--- src/rtl/wb_gpio_ctrl.sv ---
// wb_gpio_ctrl - Wishbone GPIO controller with N bidirectional pins.
//
// Pins have a per-pin output enable, an input synchronizer, atomic set/clear
// of the output register, and edge-triggered interrupts with
// write-1-to-clear status.
//
// Ports:
//   clk, rst              clock, asynchronous active-high reset
//   wb_cyc_i, wb_stb_i    Wishbone cycle / strobe
//   wb_we_i               1 = write, 0 = read
//   wb_adr_i              byte address, word index = wb_adr_i[4:2]
//   wb_dat_i / wb_dat_o   write data in / registered read data out
//   wb_ack_o              registered single-cycle acknowledge
//   gpio_i                asynchronous pin inputs
//   gpio_o, gpio_oe       pin output values and output enables
//   irq_o                 OR of all interrupt status bits
//
// Word map: 0 OUT, 1 DIR, 2 IN (RO), 3 SET (WO), 4 CLR (WO), 5 IRQ_EN,
//           6 IRQ_STAT (W1C), 7 IRQ_POL (1 = rising, 0 = falling).
module wb_gpio_ctrl #(
    parameter int N_GPIO      = 8,
    parameter int ADDR_WIDTH  = 32,
    parameter int SYNC_STAGES = 2
) (
    input  logic                  clk,
    input  logic                  rst,
    input  logic                  wb_cyc_i,
    input  logic                  wb_stb_i,
    input  logic                  wb_we_i,
    input  logic [ADDR_WIDTH-1:0] wb_adr_i,
    input  logic [31:0]           wb_dat_i,
    output logic [31:0]           wb_dat_o,
    output logic                  wb_ack_o,
    input  logic [N_GPIO-1:0]     gpio_i,
    output logic [N_GPIO-1:0]     gpio_o,
    output logic [N_GPIO-1:0]     gpio_oe,
    output logic                  irq_o
);

    localparam logic [2:0] IDX_OUT  = 3'd0;
    localparam logic [2:0] IDX_DIR  = 3'd1;
    localparam logic [2:0] IDX_IN   = 3'd2;
    localparam logic [2:0] IDX_SET  = 3'd3;
    localparam logic [2:0] IDX_CLR  = 3'd4;
    localparam logic [2:0] IDX_EN   = 3'd5;
    localparam logic [2:0] IDX_STAT = 3'd6;
    localparam logic [2:0] IDX_POL  = 3'd7;

    logic [N_GPIO-1:0] out_q,      out_d;
    logic [N_GPIO-1:0] dir_q,      dir_d;
    logic [N_GPIO-1:0] irq_en_q,   irq_en_d;
    logic [N_GPIO-1:0] irq_stat_q, irq_stat_d;
    logic [N_GPIO-1:0] irq_pol_q,  irq_pol_d;
    logic [31:0]       dat_q,      dat_d;
    logic              ack_q;

    logic [SYNC_STAGES-1:0][N_GPIO-1:0] sync_q;
    logic [N_GPIO-1:0] prev_q;

    logic              req;
    logic [2:0]        idx;
    logic [N_GPIO-1:0] wdat;
    logic [N_GPIO-1:0] sync_val;
    logic [N_GPIO-1:0] hit;
    logic [N_GPIO-1:0] stat_clr;
    logic [31:0]       rdata;

    // Address/data bits outside the decoded range are intentionally ignored.
    logic unused_bus_bits;
    assign unused_bus_bits = ^{wb_adr_i, wb_dat_i};

    // The ~ack term makes a held strobe re-arm only after the ack cycle.
    assign req      = wb_cyc_i & wb_stb_i & ~ack_q;
    assign idx      = wb_adr_i[4:2];
    assign wdat     = wb_dat_i[N_GPIO-1:0];
    assign sync_val = sync_q[SYNC_STAGES-1];
    assign hit      = (irq_pol_q & sync_val & ~prev_q) | (~irq_pol_q & ~sync_val & prev_q);

    always_comb begin
        out_d    = out_q;
        dir_d    = dir_q;
        irq_en_d = irq_en_q;
        irq_pol_d = irq_pol_q;
        stat_clr = '0;
        rdata    = '0;

        case (idx)
            IDX_OUT:  rdata[N_GPIO-1:0] = out_q;
            IDX_DIR:  rdata[N_GPIO-1:0] = dir_q;
            IDX_IN:   rdata[N_GPIO-1:0] = sync_val;
            IDX_EN:   rdata[N_GPIO-1:0] = irq_en_q;
            IDX_STAT: rdata[N_GPIO-1:0] = irq_stat_q;
            IDX_POL:  rdata[N_GPIO-1:0] = irq_pol_q;
            default:  rdata = '0;
        endcase

        if (req && wb_we_i) begin
            case (idx)
                IDX_OUT:  out_d     = wdat;
                IDX_DIR:  dir_d     = wdat;
                IDX_SET:  out_d     = out_q | wdat;
                IDX_CLR:  out_d     = out_q & ~wdat;
                IDX_EN:   irq_en_d  = wdat;
                IDX_STAT: stat_clr  = wdat;
                IDX_POL:  irq_pol_d = wdat;
                default:  ;
            endcase
        end

        // New hits are OR-ed in after the clear so a colliding edge wins.
        irq_stat_d = (irq_stat_q & ~stat_clr) | (hit & irq_en_q);
        dat_d      = (req && !wb_we_i) ? rdata : dat_q;
    end

    always_ff @(posedge clk or posedge rst) begin
        if (rst) begin
            out_q      <= '0;
            dir_q      <= '0;
            irq_en_q   <= '0;
            irq_stat_q <= '0;
            irq_pol_q  <= '1;
            dat_q      <= '0;
            ack_q      <= 1'b0;
            sync_q     <= '0;
            prev_q     <= '0;
        end else begin
            out_q      <= out_d;
            dir_q      <= dir_d;
            irq_en_q   <= irq_en_d;
            irq_stat_q <= irq_stat_d;
            irq_pol_q  <= irq_pol_d;
            dat_q      <= dat_d;
            ack_q      <= req;
            if (SYNC_STAGES > 1) begin
                sync_q <= {sync_q[SYNC_STAGES-2:0], gpio_i};
            end else begin
                sync_q <= gpio_i;
            end
            prev_q     <= sync_val;
        end
    end

    assign gpio_o   = out_q;
    assign gpio_oe  = dir_q;
    assign wb_dat_o = dat_q;
    assign wb_ack_o = ack_q;
    assign irq_o    = |irq_stat_q;

endmodule

--- config.mk ---
export PLATFORM = sky130hd
export DESIGN_NAME = wb_gpio_ctrl
export DESIGN_NICKNAME = d
export VERILOG_FILES = /design/src/rtl/wb_gpio_ctrl.sv
export SDC_FILE = /design/constraint.sdc
export NUM_CORES = 1
export LEC_CHECK = 0
export ABC_AREA = 1
export CAP_MARGIN = 30
export CORE_MARGIN = 2
export CORE_UTILIZATION = 25
export DETAILED_ROUTE_END_ITERATION = 7
export GPL_ROUTABILITY_DRIVEN = 0
export PLACE_DENSITY = 0.51
export SETUP_SLACK_MARGIN = 0.15
export SLEW_MARGIN = 0
export SYNTH_ARGS = -nofsm -noshare
export SYNTH_HDL_FRONTEND = slang
export SYNTH_SLANG_ARGS = --single-unit
--- constraint.sdc ---
create_clock -name clk -period 2.3 [get_ports clk]
set_input_delay 0.46 -clock clk [delete_from_list [all_inputs] [get_ports clk]]
set_output_delay 0.46 -clock clk [all_outputs]
set_load 0.01 [all_outputs]
==> metrics.md <==
| Metric | Value |
|---|---|
| Outcome | `finished, final reports clean` |
| Fraction of layout instances using a drive strength above 1 | `0.118` |
| Clk pwr share | `0.376` |
| Via count | `2,861` |
| Register bit total from synthesis | `73` |
| Final period util | `0.794` |
| Clk_lat worst skew | `roughly 0.33 ns` |
| Synth warnings | `0` |
| Commonest non-fill, non-tap cell in the layout | `nand2_1` |
| Initial Util | `0.253` |
| Port bufs | `49` |
| Most frequent cells in the layout | `nand2_1 (105), dfrtp_1 (65), clkdlybuf4s50_1 (48), o21ai_1 (39), nand4_1 (29)` |
| Cells after synthesis | `396` |
| Critical path launch point | `irq_stat_q[3]$_DFF_PP0_` |
| Vias/cell | `around 4.5` |
| Hold Startpoint | `sync_q[3]$_DFF_PP0_` |
| Synth top area cells | `dfrtp_1 (47%), nand2_1 (11%), buf_4 (6.0%), dfstp_2 (6.0%), o21ai_1 (5.6%)` |
| Total GRT Usage | `0.127` |
| Hpwl dp | `6220 um` |
| PwrDens | `823 nW/um2` |
| Final Core Density | `0.321` |
| Hold crit path type | `flip-flop to flip-flop` |
| Min Tclk post-route | `1.83 ns` |
| Multi-input logic area | `1340 um2` |
| Routed WL | `8900 um` |
| Tot Pwr | `3.64 mW` |
| Sink Count | `73` |
| Hold Buf Count CTS | `0` |
| First-pass detailed-route iteration total | `4` |
| DRC viols | `0` |
| Vias in the first global route | `about 2.7k` |
| NetSw | `0.981 mW` |
| Initial antenna violation count | `0` |
| VDD IR max | `354 uV` |
| Max Fclk | `548 MHz` |
| Yosys top cell area share | `0.467` |
| RSZ-0062 raised after global routing | `false` |
| Pleak | `2.02 nW` |
| Buffer depth of the longest clock path | `2` |
| Synth unique cells | `28` |
| Worst Skew | `0.00455 ns` |
| Setup crit end kind | `primary output` |
| Core ar. | `13,800 um2` |
| Nets | `528` |
| Chip Width | `122 um` |
| Sequential area share after synthesis | `0.527` |
| First-pass GRT wire length | `around 15,000 um` |
| Placed Area | `4120 um2` |
| Register cell area after layout | `about 1800 um2` |
| Io pins | `roughly 130` |
| Synth area leader | `dfrtp_1` |
| Row cnt | `43` |
| Switching Share | `0.270` |
| FILL cells | `1,465` |
| H-tree Lvls | `3` |
| Slew Limit Fails | `0` |
| Comb pwr share | `0.175` |
| Pre-CTS setup slack | `0.168 ns` |
| Int Pwr | `around 2.7 mW` |
| Worst path arrival time | `1.37 ns` |
| Final antenna-violating net count | `0` |
| Origin of the critical flop-to-flop path | `wb_ack_o$_DFF_PP0_` |
| Initial DRC Count | `275` |
| GRT overflow | `0` |
| DIE AREA | `between 10,000 and 15,000 um2` |
| Root buffer cell | `clkbuf_16` |
| CTS tree | `done` |
| Setup crit start kind | `flip-flop` |
| Avg WL per Cell | `14.0 um` |
| Maxcap violations | `0` |
| Final hold violations | `0` |
| Crit path kind | `flip-flop to primary output` |
| Clk slew on worst S/H paths | `roughly 0.050 ns` |
| Die Y-Extent | `122 um` |
| Final setup margin | `0.474 ns` |
| Worst EP required | `1.84 ns` |
| Sequential power share | `0.449` |
| Ant diodes | `0` |
| Area growth syn-to-layout | `26.8%` |
| Finished Cell Area | `around 4400 um2` |
| Cts bufs inserted | `9` |
| Setup TNS | `0 ns` |
| Setup violators final | `0` |
| Mapped Area | `about 3500 um2` |
| Number of setup buffers added after CTS | `0` |
| Largest net degree at the start of global routing | `74` |
| Syn avg cell area | `a little under 9 um2` |
| CP max FO | `3` |
[registers in the layout, summed over array words and instances (netlist names)]
register,cells
sync_q,8
prev_q,8
wb_dat_o,8
wb_ack_o,1
irq_pol_q,8
gpio_o,8
irq_stat_q,8
sync_val,8
gpio_oe,8
irq_en_q,8
[synthesized netlist by cell type]
| library cell | instances |
|---|---|
| a21oi_1 | 18 |
| buf_1 | 1 |
| buf_2 | 5 |
| buf_4 | 28 |
| buf_6 | 4 |
| clkbuf_1 | 3 |
| conb_1 | 1 |
| dfrtp_1 | 65 |
| dfstp_2 | 8 |
| inv_1 | 21 |
| inv_2 | 5 |
| inv_4 | 1 |
| nand2_1 | 105 |
| nand2_2 | 3 |
| nand2_4 | 1 |
| nand3_1 | 27 |
| nand3_4 | 1 |
| nand4_1 | 29 |
| nand4_2 | 1 |
| nor2_1 | 11 |
| nor2_2 | 1 |
| nor2_4 | 4 |
| nor4_1 | 2 |
| o21a_1 | 3 |
| o21ai_0 | 6 |
| o21ai_1 | 39 |
| o21ai_4 | 1 |
| o31ai_1 | 2 |
[area by class of cell]
cell class / instances / share of cell area
Sequential cell: 73 / 0.416
Inverter: 27 / 0.0244
Clock inverter: 3 / 0.00907
Multi-Input combinational cell: 278 / 0.304
Tap cell: 180 / 0.0510
Timing Repair Buffer: 62 / 0.139
Clock buffer: 13 / 0.0567
[worst max-delay path: stages (launching register included)]
cell	delay (ns)
dfrtp_1	0.41
nor4_2	0.31
nand2_1	0.13
dlymetal6s2s_1	0.19
[repair_timing]
| action | in CTS | in global routing |
|---|---|---|
| gates resized for setup | 1 | 1 |
| setup endpoints to repair | 1 | 1 |
| endpoints found under the hold margin | 0 | 0 |
[metal layers]
| layer | global-route usage | up-vias | part of all wire | wire, um |
|---|---|---|---|---|
| li1 | - | 1386 | - | - |
| met1 | 0.182 | 1364 | 0.48 | 4310 |
| met2 | 0.180 | 99 | 0.43 | 3840 |
| met3 | 0.0332 | 12 | 0.063 | 558 |
| met4 | 0.0503 | 0 | 0.022 | 195 |
| met5 | 0 | - | 0 | 0 |
[per-stage QoR]
step	cells	hold slack (ns)
after floorplan	419	0.331
after global placement	620	0.336
after detailed placement	620	0.336
after CTS	636	0.348
after global routing	636	0.352
final	636	0.346
[final timing paths]
check	end	slack, ns	depth (start not counted)
max	irq_o	0.47	3
min	sync_val[3]$_DFF_PP0_	0.35	0
max reg2reg	gpio_o[1]$_DFFE_PP0P_	0.66	8
min reg2reg	sync_val[3]$_DFF_PP0_	0.35	0
max in group asynchronous	irq_pol_q[3]$_DFFE_PP1P_	1.38	3
min in group asynchronous	sync_q[5]$_DFF_PP0_	0.58	3
[power groups by stage]
stage	Sequential, mW	Clock, mW	Combinational, mW
floorplan	1.65	0	0.329
global placement	1.64	0	0.636
detailed placement	1.65	0	0.640
CTS	1.63	1.40	0.644
global route	1.66	1.47	0.714
finish	1.63	1.37	0.636
[cell families after synthesis]
logic type / share of synthesized area
AND/OR/NAND/NOR: 0.251
flip-flops: 0.527
AO/OA/AOI/OAI: 0.106
buffers and inverters: 0.115
other: 0.00108
Power figures use the tool's default switching activity.
==> variant: new RTL, same settings <==
Change the parameter `N_GPIO` from 8 to 7.
--- a/src/rtl/wb_gpio_ctrl.sv
+++ b/src/rtl/wb_gpio_ctrl.sv
@@ -18,7 +18,7 @@
 // Word map: 0 OUT, 1 DIR, 2 IN (RO), 3 SET (WO), 4 CLR (WO), 5 IRQ_EN,
 //           6 IRQ_STAT (W1C), 7 IRQ_POL (1 = rising, 0 = falling).
 module wb_gpio_ctrl #(
-    parameter int N_GPIO      = 8,
+    parameter int N_GPIO      = 7,
     parameter int ADDR_WIDTH  = 32,
     parameter int SYNC_STAGES = 2
 ) (
Interface: changed (resized gpio_i, gpio_o and gpio_oe); port bits go from 127 to 124. The function was not compared with the original's and may differ.
==> variant against the unedited design <==
- setup slack improved by 0.020 ns
- register-to-register slack better by 0.09 ns
- total power shrank 9.7%
- synthesized area fell by 8.4%
- sequential cell count decreased by 9
- cell area is 8.0% lower
- cell count is 8.2% lower
- critical path depth unchanged
- wire length down 13%
- die area down 8.1%
- sequential share of layout area decreased by 2.0 points
- clock skew grew 0.00063 ns
- first-iteration DRC count shrank 46%
- critical path type unchanged
- largest cell class unchanged
- highest routed layer unchanged
==> variant: results (changes against the unedited design) <==
M2 GR Usage 0.188 (+0.00789); r2r setup slk 0.75 ns (+0.09 ns); M3 GR Usage 0.0330 (-0.000284); status complete, no violations; Commonest cells post-synth nand2_1 (86), dfrtp_1 (57), buf_4 (29); met2 wire length 3510 um (-8.7%); Synth cell types 30 (+7.1%); worst-case clock skew 0.00517 ns (+0.000625 ns); Buffers on Ports 44 (-10%); first-pass GRT wire length 12500 um (-14%); post-synthesis sequential area ratio 0.504 (-0.0228); routing usage on met1 0.165 (-0.0170); VDD IR-drop max 0.000372 V (+5.3%); hpwl dp 5540 um (-11%); final layout net count 484 (-8.3%); Hold Path Sink sync_val[0]; power per cell area 807 nW/um^2 (-1.9%); reg2reg end irq_en_q[6]; Hold Path Origin sync_q[0]; # fillers 1298 (-11%); Clock power frac 0.386 (+0.010); Post-Place Setup Slack 0.173 ns (+0.00516 ns); Post-DP Area 3780 sq um (-8.3%); Routed wire per std cell 13.3 um (-4.9%); routed wl met3 521 um (-6.6%); largest net degree at the start of global routing 65 (-12%); vias per std cell 4.32 (-4.1%); met1 wire length 3670 um (-15%); top post-synthesis cells by area dfrtp_1 (45%), nand2_1 (10%), buf_4 (6.8%); GRT Util Overall 0.120 (-0.00660)
## variant: cell count changes in the layout (fill, tap and decap cells not counted), moves of 4 or more
cell | unedited run | this run
clkdlybuf4s50_1 | 48 | 43
dfrtp_1 | 65 | 57
inv_1 | 20 | 26
nand2_1 | 105 | 86
nand3_1 | 27 | 23
nand4_1 | 29 | 22
nor2_4 | 4 | 0
o21ai_0 | 6 | 20
o21ai_1 | 39 | 6
o21ai_2 | 0 | 14
## variant: cell type report
type	instances	area, sq um	area share
clock buffer	15	278	0.0683
inverter	29	109	0.0268
multi-input combinational	245	1260	0.310
sequential	64	1610	0.396
tap	172	215	0.0530
timing repair buffer	59	593	0.146
## variant: cell families after synthesis
group,Yosys count,synth area share
and+or+nand+nor,156,0.237
buffers and inverters,68,0.132
AOI/OAI and AO/OA,64,0.126
DFF,64,0.504
other,1,0.00117
## variant: worst max path at each step
stage,slack [ns],depth (start not counted),startpoint,end
4_1_cts,0.18,3,irq_stat_q[1],irq_o
5_1_grt,0.39,9,wb_adr_i[2],wb_dat_o[3]
6_report,0.49,3,irq_stat_q[0],irq_o
3_5_place_dp,0.17,6,wb_stb_i,irq_en_q[6]
2_1_floorplan,0.25,1,rst,gpio_o[0]
3_3_place_gp,0.22,8,wb_adr_i[3],gpio_oe[0]
## variant: metrics by stage
stage,total power [uW],std cells,hold slack [ns],utilization
6_report,3280,584,0.345,0.323
5_1_grt,3470,584,0.365,0.323
4_1_cts,3320,584,0.346,0.323
3_5_place_dp,2040,569,0.335,0.301
3_3_place_gp,2020,569,0.333,0.301
2_1_floorplan,1760,377,0.331,-
## variant: timing repair
item / in CTS / in global routing
hold buffers: 0 / 0
gates resized for setup: 0 / 2
endpoints found under the setup margin: 0 / 1
buffers inserted: 0 / 0
